## config.mk

```make
export PLATFORM = sky130hd
export DESIGN_NAME = fifo_wr_arbiter
export DESIGN_NICKNAME = d
export VERILOG_FILES = /design/src/rtl/fifo_wr_arbiter.sv
export SDC_FILE = /design/constraint.sdc
export NUM_CORES = 1
export LEC_CHECK = 0
export BUFFER_PORTS_ARGS = -buffer_cell sky130_fd_sc_hd__buf_4
export CAP_MARGIN = 30
export CORE_UTILIZATION = 41
export CTS_CLUSTER_SIZE = 20
export DETAILED_ROUTE_END_ITERATION = 10
export PLACE_DENSITY = 0.79
export SLEW_MARGIN = 20
export SYNTH_ARGS = -nofsm -noshare
export SYNTH_HDL_FRONTEND = slang
export SYNTH_SLANG_ARGS = --single-unit
```

## constraint.sdc

```tcl
create_clock -name clk -period 1.75 [get_ports clk]
set_clock_uncertainty 0.05 [all_clocks]
set_input_delay 0.35 -clock clk [delete_from_list [all_inputs] [get_ports clk]]
set_output_delay 0.35 -clock clk [all_outputs]
set_load 0.02 [all_outputs]
```

## src/rtl/fifo_wr_arbiter.sv

```systemverilog
// ============================================================================
// Module   : fifo_wr_arbiter
// Brief    : Round-robin arbiter sharing one FIFO write port between NUM_REQ
//            valid/ready producers, holding each grant for up to BURST_LEN
//            writes. Optional per-requester write counters: ARB_STATS_EN.
// Revision : 1.0 - initial release
// ============================================================================
`default_nettype none

module fifo_wr_arbiter #(
  parameter int WIDTH     = 8,
  parameter int NUM_REQ   = 4,
  parameter int BURST_LEN = 4
`ifdef ARB_STATS_EN
  , parameter int CNT_W   = 16
`endif
) (
  input  logic                       clk,
  input  logic                       rst,
  input  logic [NUM_REQ-1:0]         req_valid,
  input  logic [NUM_REQ*WIDTH-1:0]   req_data,
  output logic [NUM_REQ-1:0]         req_ready,
  output logic                       wr_en,
  output logic [WIDTH-1:0]           wr_data,
  input  logic                       full,
  output logic [NUM_REQ-1:0]         grant,
  output logic                       busy
`ifdef ARB_STATS_EN
  , input  logic                     clr_stats,
  output logic [NUM_REQ*CNT_W-1:0]   wr_count
`endif
);

  localparam int IDX_W = $clog2(NUM_REQ);
  localparam int BC_W  = (BURST_LEN > 1) ? $clog2(BURST_LEN) : 1;
  localparam logic [BC_W-1:0]    C_BURST_LAST = BC_W'(BURST_LEN - 1);
  localparam logic [IDX_W-1:0]   C_LAST_RST   = IDX_W'(NUM_REQ - 1);
  localparam logic [NUM_REQ-1:0] C_ONE        = NUM_REQ'(1);

  typedef enum logic [0:0] {
    ST_IDLE = 1'b0,
    ST_BUSY = 1'b1
  } state_t;

  state_t             r_state, w_state_nxt;
  logic [NUM_REQ-1:0] r_grant, w_grant_nxt;
  logic [IDX_W-1:0]   r_last_grant, w_last_nxt;
  logic [BC_W-1:0]    r_burst_cnt, w_burst_nxt;
  logic [IDX_W-1:0]   w_gidx;
  logic [IDX_W-1:0]   w_pick;
  logic               w_found;
  logic               w_gvalid;
  logic               w_xfer;

  function automatic logic [IDX_W-1:0] wrap_idx(input int v);
    return IDX_W'(v % NUM_REQ);
  endfunction

  always_comb begin
    w_gidx = '0;
    for (int i = 0; i < NUM_REQ; i++) begin
      if (r_grant[i]) w_gidx = IDX_W'(i);
    end
  end

  // Search starts just after the last released requester, so it ranks lowest.
  always_comb begin
    w_found = 1'b0;
    w_pick  = '0;
    for (int k = 1; k <= NUM_REQ; k++) begin
      if (!w_found && req_valid[wrap_idx(int'(r_last_grant) + k)]) begin
        w_found = 1'b1;
        w_pick  = wrap_idx(int'(r_last_grant) + k);
      end
    end
  end

  assign w_gvalid  = req_valid[w_gidx];
  // No write leaves the block while reset is asserted, even mid-burst.
  assign w_xfer    = (r_state == ST_BUSY) & w_gvalid & ~full & ~rst;
  assign wr_en     = w_xfer;
  assign wr_data   = (r_state == ST_BUSY) ? req_data[int'(w_gidx)*WIDTH +: WIDTH] : '0;
  assign req_ready = r_grant & {NUM_REQ{w_xfer}};
  assign grant     = r_grant;
  assign busy      = (r_state == ST_BUSY);

  always_comb begin
    w_state_nxt = r_state;
    w_grant_nxt = r_grant;
    w_last_nxt  = r_last_grant;
    w_burst_nxt = r_burst_cnt;
    case (r_state)
      ST_IDLE: begin
        if (w_found) begin
          w_state_nxt = ST_BUSY;
          w_grant_nxt = C_ONE << w_pick;
          w_burst_nxt = '0;
        end
      end
      ST_BUSY: begin
        if (!w_gvalid || (w_xfer && (r_burst_cnt == C_BURST_LAST))) begin
          w_state_nxt = ST_IDLE;
          w_last_nxt  = w_gidx;
          w_grant_nxt = '0;
          w_burst_nxt = '0;
        end else if (w_xfer) begin
          w_burst_nxt = r_burst_cnt + BC_W'(1);
        end
      end
      default: begin
        w_state_nxt = ST_IDLE;
        w_grant_nxt = '0;
        w_burst_nxt = '0;
      end
    endcase
  end

  always_ff @(posedge clk) begin
    if (rst) begin
      r_state      <= ST_IDLE;
      r_grant      <= '0;
      r_last_grant <= C_LAST_RST;
      r_burst_cnt  <= '0;
    end else begin
      r_state      <= w_state_nxt;
      r_grant      <= w_grant_nxt;
      r_last_grant <= w_last_nxt;
      r_burst_cnt  <= w_burst_nxt;
    end
  end

`ifdef ARB_STATS_EN
  // Clear has priority over a same-cycle transfer.
  for (genvar gi = 0; gi < NUM_REQ; gi++) begin : g_stats
    logic [CNT_W-1:0] r_cnt;
    always_ff @(posedge clk) begin
      if (rst || clr_stats) begin
        r_cnt <= '0;
      end else if (req_ready[gi]) begin
        r_cnt <= r_cnt + CNT_W'(1);
      end
    end
    assign wr_count[gi*CNT_W +: CNT_W] = r_cnt;
  end
`endif

endmodule

`default_nettype wire
```

======== Word level (Yosys, flattened, before mapping) ========
Index checks and enable logic that the tools add are counted.
word-level totals
  input bits .............................. 39
  logic and storage cells ................. 71
  output and inout port bits .............. 18
  flip-flop bits (word level) ............. 9
operators by class
  add/sub/neg operators ................... 5
  bitwise operators ....................... 7
  order comparisons ....................... 5
  multiplexer cells ....................... 32
  reductions and logical operators ........ 12
  eq/ne operators ......................... 4
  shift operators ......................... 2
operators by type and width
  kind                                                                   count
  32-bit by 6-bit indexed part select with 8-bit output                  1
  2-bit two-way mux                                                      9
  2-bit by 3-bit < comparator with 1-bit output (second input constant)  5
  1-bit two-way mux                                                      12
  1-bit binary-select mux with 2-bit select                              5
  4-bit two-way mux                                                      2
  8-bit two-way mux                                                      1
  4-bit one-hot mux with 2 select lines                                  1
  2-bit by 1-bit adder with 2-bit output (second input constant)         3
  2-bit AND reduction                                                    3
  2-bit adder (second input constant)                                    2
  4-bit AND                                                              1
  1-bit logical AND                                                      4
  1-bit logical NOT                                                      4
  2-bit one-hot mux with 2 select lines                                  1
  1-bit by 2-bit << shifter with 4-bit output (first input constant)     1
  1-bit AND                                                              3
  3-bit by 1-bit != test with 1-bit output (second input constant)       1
  1-bit NOT                                                              3
  2-bit == test (second input constant)                                  1
  2-bit by 1-bit != test with 1-bit output (second input constant)       1
  2-bit != test (second input constant)                                  1
  1-bit one-hot mux with 2 select lines                                  1
  1-bit logical OR                                                       1

======== Longest topological paths before layout ========
  depth after elaboration ................. 16
  gate-level depth with buffers ........... 5
  depth with buffers taken out ............ 5

======== Worst setup path before layout ========
OpenSTA, ideal clock, no wires.
  kind .................................... register to output
  start ................................... reg r_grant[1] (netlist: grant[1])
  end ..................................... out req_ready[0]
  arrival time ............................ 1.821 ns
  path slack .............................. -0.471 ns
  cell stages (with the launch flop) ...... 5
  path buffers ............................ 0
  path through ............................ dfxtp_1 > mux2i_1 > o311ai_0 > nand2_1 > nor3b_1
between the ends
  word-level cells in the longest chain between the ends .. 9
RTL lines
  item                                       line  source
  start: declaration                         46    logic [NUM_REQ-1:0] r_grant, w_grant_nxt;
  start signal: assignment                   126   r_grant <= w_grant_nxt;
  1-bit two-way mux                          62    if (r_grant[i]) w_gidx = IDX_W'(i);
  2-bit two-way mux (2 in a row)             62
  1-bit binary-select mux with 2-bit select  78    assign w_gvalid = req_valid[w_gidx];
  1-bit two-way mux (implied by the code)    78
  1-bit AND (3 in a row)                     80    assign w_xfer = (r_state == ST_BUSY) & w_gvalid & ~full & ~rst;
  4-bit AND                                  83    assign req_ready = r_grant & {NUM_REQ{w_xfer}};
  end: declaration                           22    output logic [NUM_REQ-1:0] req_ready,
No other way between the ends. The select of a mux whose other input is x is not followed.

======== Worst setup path in the final report ========
  start ................................... reg r_grant[1] (netlist: grant[1])
  end ..................................... out req_ready[1]
between the ends
  word-level cells in the longest chain between the ends .. 9
RTL lines
  item                                       line
  1-bit two-way mux                          62
  2-bit two-way mux (2 in a row)             62
  1-bit binary-select mux with 2-bit select  78
  1-bit two-way mux (implied by the code)    78
  1-bit AND (3 in a row)                     80
  4-bit AND *                                83
Mark *: on every way between the ends. The rest lies on a longest branch, timed or not. The select of a mux whose other input is x is not followed.

==> qor.yml <==
placed_cells_incl_taps: 200
synth_top_family_by_area: "simple AND/OR/NAND/NOR gates"
numClockSinks: 9
hold_path_class: "in2reg"
seq_area_frac_synth_pct: 21.0
setup.worst_path.start_class: "register"
die_area_um2: 2280
netlist_top_cells_count: "sky130_fd_sc_hd__mux2i_1 (18), sky130_fd_sc_hd__nand2_1 (13), sky130_fd_sc_hd__nor2b_1 (10), sky130_fd_sc_hd__o21ai_0 (10), sky130_fd_sc_hd__dfxtp_1 (9)"
cts_hold_repair_buffers: 0
yosys_register_bits: 9
firstDrtPassIters: 4
synth_compound_gate_area_share_pct: 25.6
max_slew.worst_pin.slew_ns: 0.534
synth_edf_count: 0
synth_top_cell_by_area: "sky130_fd_sc_hd__dfxtp_1"
timing.setup.critical_path_class: "reg2out"
cts.clk_slew.worst_paths_ns: 0.06
dpl_worst_slack_ns: -0.0690
failing_checks: "setup timing"
hold_depth: 3
syn-instance-count: 111
finalCriticalPeriod_ns: 1.97
critPathRequiredTime_ns: 1.35
grt.overflow.total: 0
cpMaxStageDelayCell: "sky130_fd_sc_hd__dfxtp_2"
synth_top_cells_by_area: "sky130_fd_sc_hd__dfxtp_1 (21%), sky130_fd_sc_hd__mux2i_1 (21%), sky130_fd_sc_hd__nor2b_1 (7.3%), sky130_fd_sc_hd__o21ai_0 (5.8%), sky130_fd_sc_hd__nand2_1 (5.7%)"
critPathBufInv: 1
rsz0062_at_grt: "yes"
worstHoldStart: "rst"
worst_setup_path_end_kind: "output pin"
timing.reg2reg.setup_slack_ns: 0.03
route.final.wire_length_um: 2890
die_w_um: 47.8
detailedRoute.firstIterationViolations: 18
synthMuxAreaShare_pct: 21.0
syn_to_final_growth_pct: 79.0
power_leakage_nw: 0.690
drt-vias-per-instance: 5.40
finish_stage_setup_viols: 13
synth-xor-area-share_pct: 0
floorplan_row_count: 16
timing.critical_path.slowest_cell_delay_ns: 0.34
num_antenna_cells: 0
path_delay_family: "simple AND/OR/NAND/NOR gates"
design.final.nets: 218
timing.max_slew.rel_slack_pct: 64.0
drv.max_cap_violation_count: 0
layout_worst_path_cycle_share_pct: 112
detail-route-antenna-nets: 0
final.setup.worst_slack_ns: -0.218
antenna_violations_before_repair: 0
fmaxAchievable_mhz: 508
mappedNetlistNets: 151
worstPathCellList: "mux2i_2 > o311ai_4 > nand2_4 > nor3b_4 > buf_6"
design.portCount: 57
simple_gate_fraction_of_synth_area_pct: 26.5
gr_usage_total_pct: 24.6
final-hold-violation-count: 0
clk-insertion-delay-late_ns: 0.27
post_syn_area_per_cell_um2: 7.74
synth_cell_types: 30
cts_root_buffer: "sky130_fd_sc_hd__clkbuf_4"
drc: 0
irDropWorstVdd_mv: 0.610
slew_viol_final: 0
cts_post_setup_buffers_inserted: 0
tritoncts: "yes"
dpl.hpwl_um: 2280
cts_buffers: 3
postSynth.topFlopCell: "sky130_fd_sc_hd__dfxtp_1"
crit_arrival_ns: 1.57
yosysWarningCount: 0
synth_fa_ha_area_share_pct: 1.46
synth_largest_type_area_fraction_pct: 21.0
cellPowerDensity_nw_per_um2: 546
htreeDepth: 1
route.vias.total: 1101
outcome: "finished, violations left"
worst-path-max-fanout: 5
grt_pass1_wl_um: 3900
r2r_cells: 5
worst_r2r_endpoint: "r_burst_cnt[0]"
core_area_um2: 1960
finish.cell_count_without_fillers: 204
cts-root-to-sink-buffers: 2
die-height_um: 47.8
grt_max_degree: 15
worst_r2r_startpoint: "grant[1]"
start_util_pct: 43.8
mappedNetlistArea_um2: 860
synth_async_sr_flop_share_pct: 0
min_to: "r_last_grant[0]"
vias_in_the_first_global_route: 958
synthMostInstantiatedCell: "sky130_fd_sc_hd__mux2i_1"
port_buffers: 56
avgRoutedWirePerCell_um: 14.1
layout_cells_sized_above_1_pct: 52.5
gpl.final_weighted_congestion: 0.856
[through the flow]
| step | hold WS, ns | utilization [%] | TNS (ns) | area, um2 | power [mW] |
|---|---|---|---|---|---|
| floorplan | 0.396 | - | 0 | 955 | 0.471 |
| global placement | 0.402 | 74.9 | 0 | 1470 | 0.646 |
| detailed placement | 0.420 | 74.9 | -0.325 | 1470 | 0.662 |
| CTS | 0.327 | 77.5 | -2.38 | 1520 | 0.830 |
| global route | 0.363 | 78.4 | -3.06 | 1540 | 0.882 |
| finish | 0.331 | 78.4 | -1.94 | 1540 | 0.840 |
[final cells by class]
class	instances	area, um2
clock buffers	4	26.3
fillers	166	423
inverters	4	15.0
multi-input cells	92	747
flip-flops and latches	9	184
well taps	27	33.8
repair buffers	68	533
[placed cells by master, fill, tap and decap left out, types with 2 or more instances in the layout]
cell,netlist,layout
sky130_fd_sc_hd__clkbuf_4,0,3
sky130_fd_sc_hd__nand2_1,13,12
sky130_fd_sc_hd__a21oi_1,3,3
sky130_fd_sc_hd__o21ai_0,10,10
sky130_fd_sc_hd__a22o_1,4,4
sky130_fd_sc_hd__o311a_1,2,2
sky130_fd_sc_hd__nand2b_1,5,5
sky130_fd_sc_hd__nor3b_4,0,4
sky130_fd_sc_hd__nor2b_2,0,6
sky130_fd_sc_hd__mux2i_2,0,2
sky130_fd_sc_hd__dfxtp_1,9,6
sky130_fd_sc_hd__buf_6,0,6
sky130_fd_sc_hd__dfxtp_2,0,3
sky130_fd_sc_hd__nor2_1,5,4
sky130_fd_sc_hd__nor2b_1,10,4
sky130_fd_sc_hd__mux2i_1,18,16
sky130_fd_sc_hd__buf_4,0,62
sky130_fd_sc_hd__inv_1,4,4
[report_power, final]
| part | internal (mW) | switching, mW | total (mW) |
|---|---|---|---|
| logic | 0.225 | 0.202 | 0.427 |
| registers | 0.223 | 0.0211 | 0.244 |
| clock network | 0.0883 | 0.0798 | 0.168 |
[timing repair]
| action | 4_1_cts | 5_1_grt |
|---|---|---|
| setup endpoints to repair | 13 | 17 |
| hold endpoints to repair | 0 | 0 |
| pin swaps | 0 | 1 |
| gates resized for setup | 7 | 6 |
[flip-flops by register name, summed over array words and instances (netlist names)]
register,flops
busy,1
r_burst_cnt,2
grant,4
r_last_grant,2
[cell families (layout without fill, tap and decap cells)]
| group | Yosys count | in the layout |
|---|---|---|
| AO/OA/AOI/OAI | 31 | 31 |
| flip-flops | 9 | 9 |
| AND/OR/NAND/NOR | 42 | 42 |
| adder cells (fa/ha/maj) | 1 | 1 |
| multiplexers | 18 | 18 |
| buffers and inverters | 10 | 76 |
[worst register-to-register path, delay by kind of cell, from the launching register on]
kind	cells	cell delay (ns)
flip-flops	1	0.34
AO/OA/AOI/OAI	1	0.30
buffers and inverters	1	0.15
multiplexers	2	0.32
AND/OR/NAND/NOR	1	0.49
[routing by layer]
| metal | routed length, um | vias to the layer above | GRT usage, % |
|---|---|---|---|
| met4 | 19 | 0 | 7.78 |
| li1 | - | 540 | - |
| met1 | 1180 | 529 | 28.4 |
| met3 | 113 | 4 | 7.92 |
| met2 | 1570 | 28 | 42.7 |
| met5 | 0 | - | 0 |
[worst max-delay path by stage]
stage                            start         endpoint  slack, ns  cells after the start
after floorplan               grant[3]     req_ready[0]       0.02                      5
after global placement    req_valid[2]         grant[1]      0.003                      5
after detailed placement  req_valid[1]  r_last_grant[0]      -0.07                      6
after CTS                     grant[1]     req_ready[1]      -0.22                      5
after global routing          grant[1]     req_ready[1]      -0.28                      5
final                         grant[1]     req_ready[1]      -0.22                      5
No activity file was read; power rests on OpenSTA's default activity.
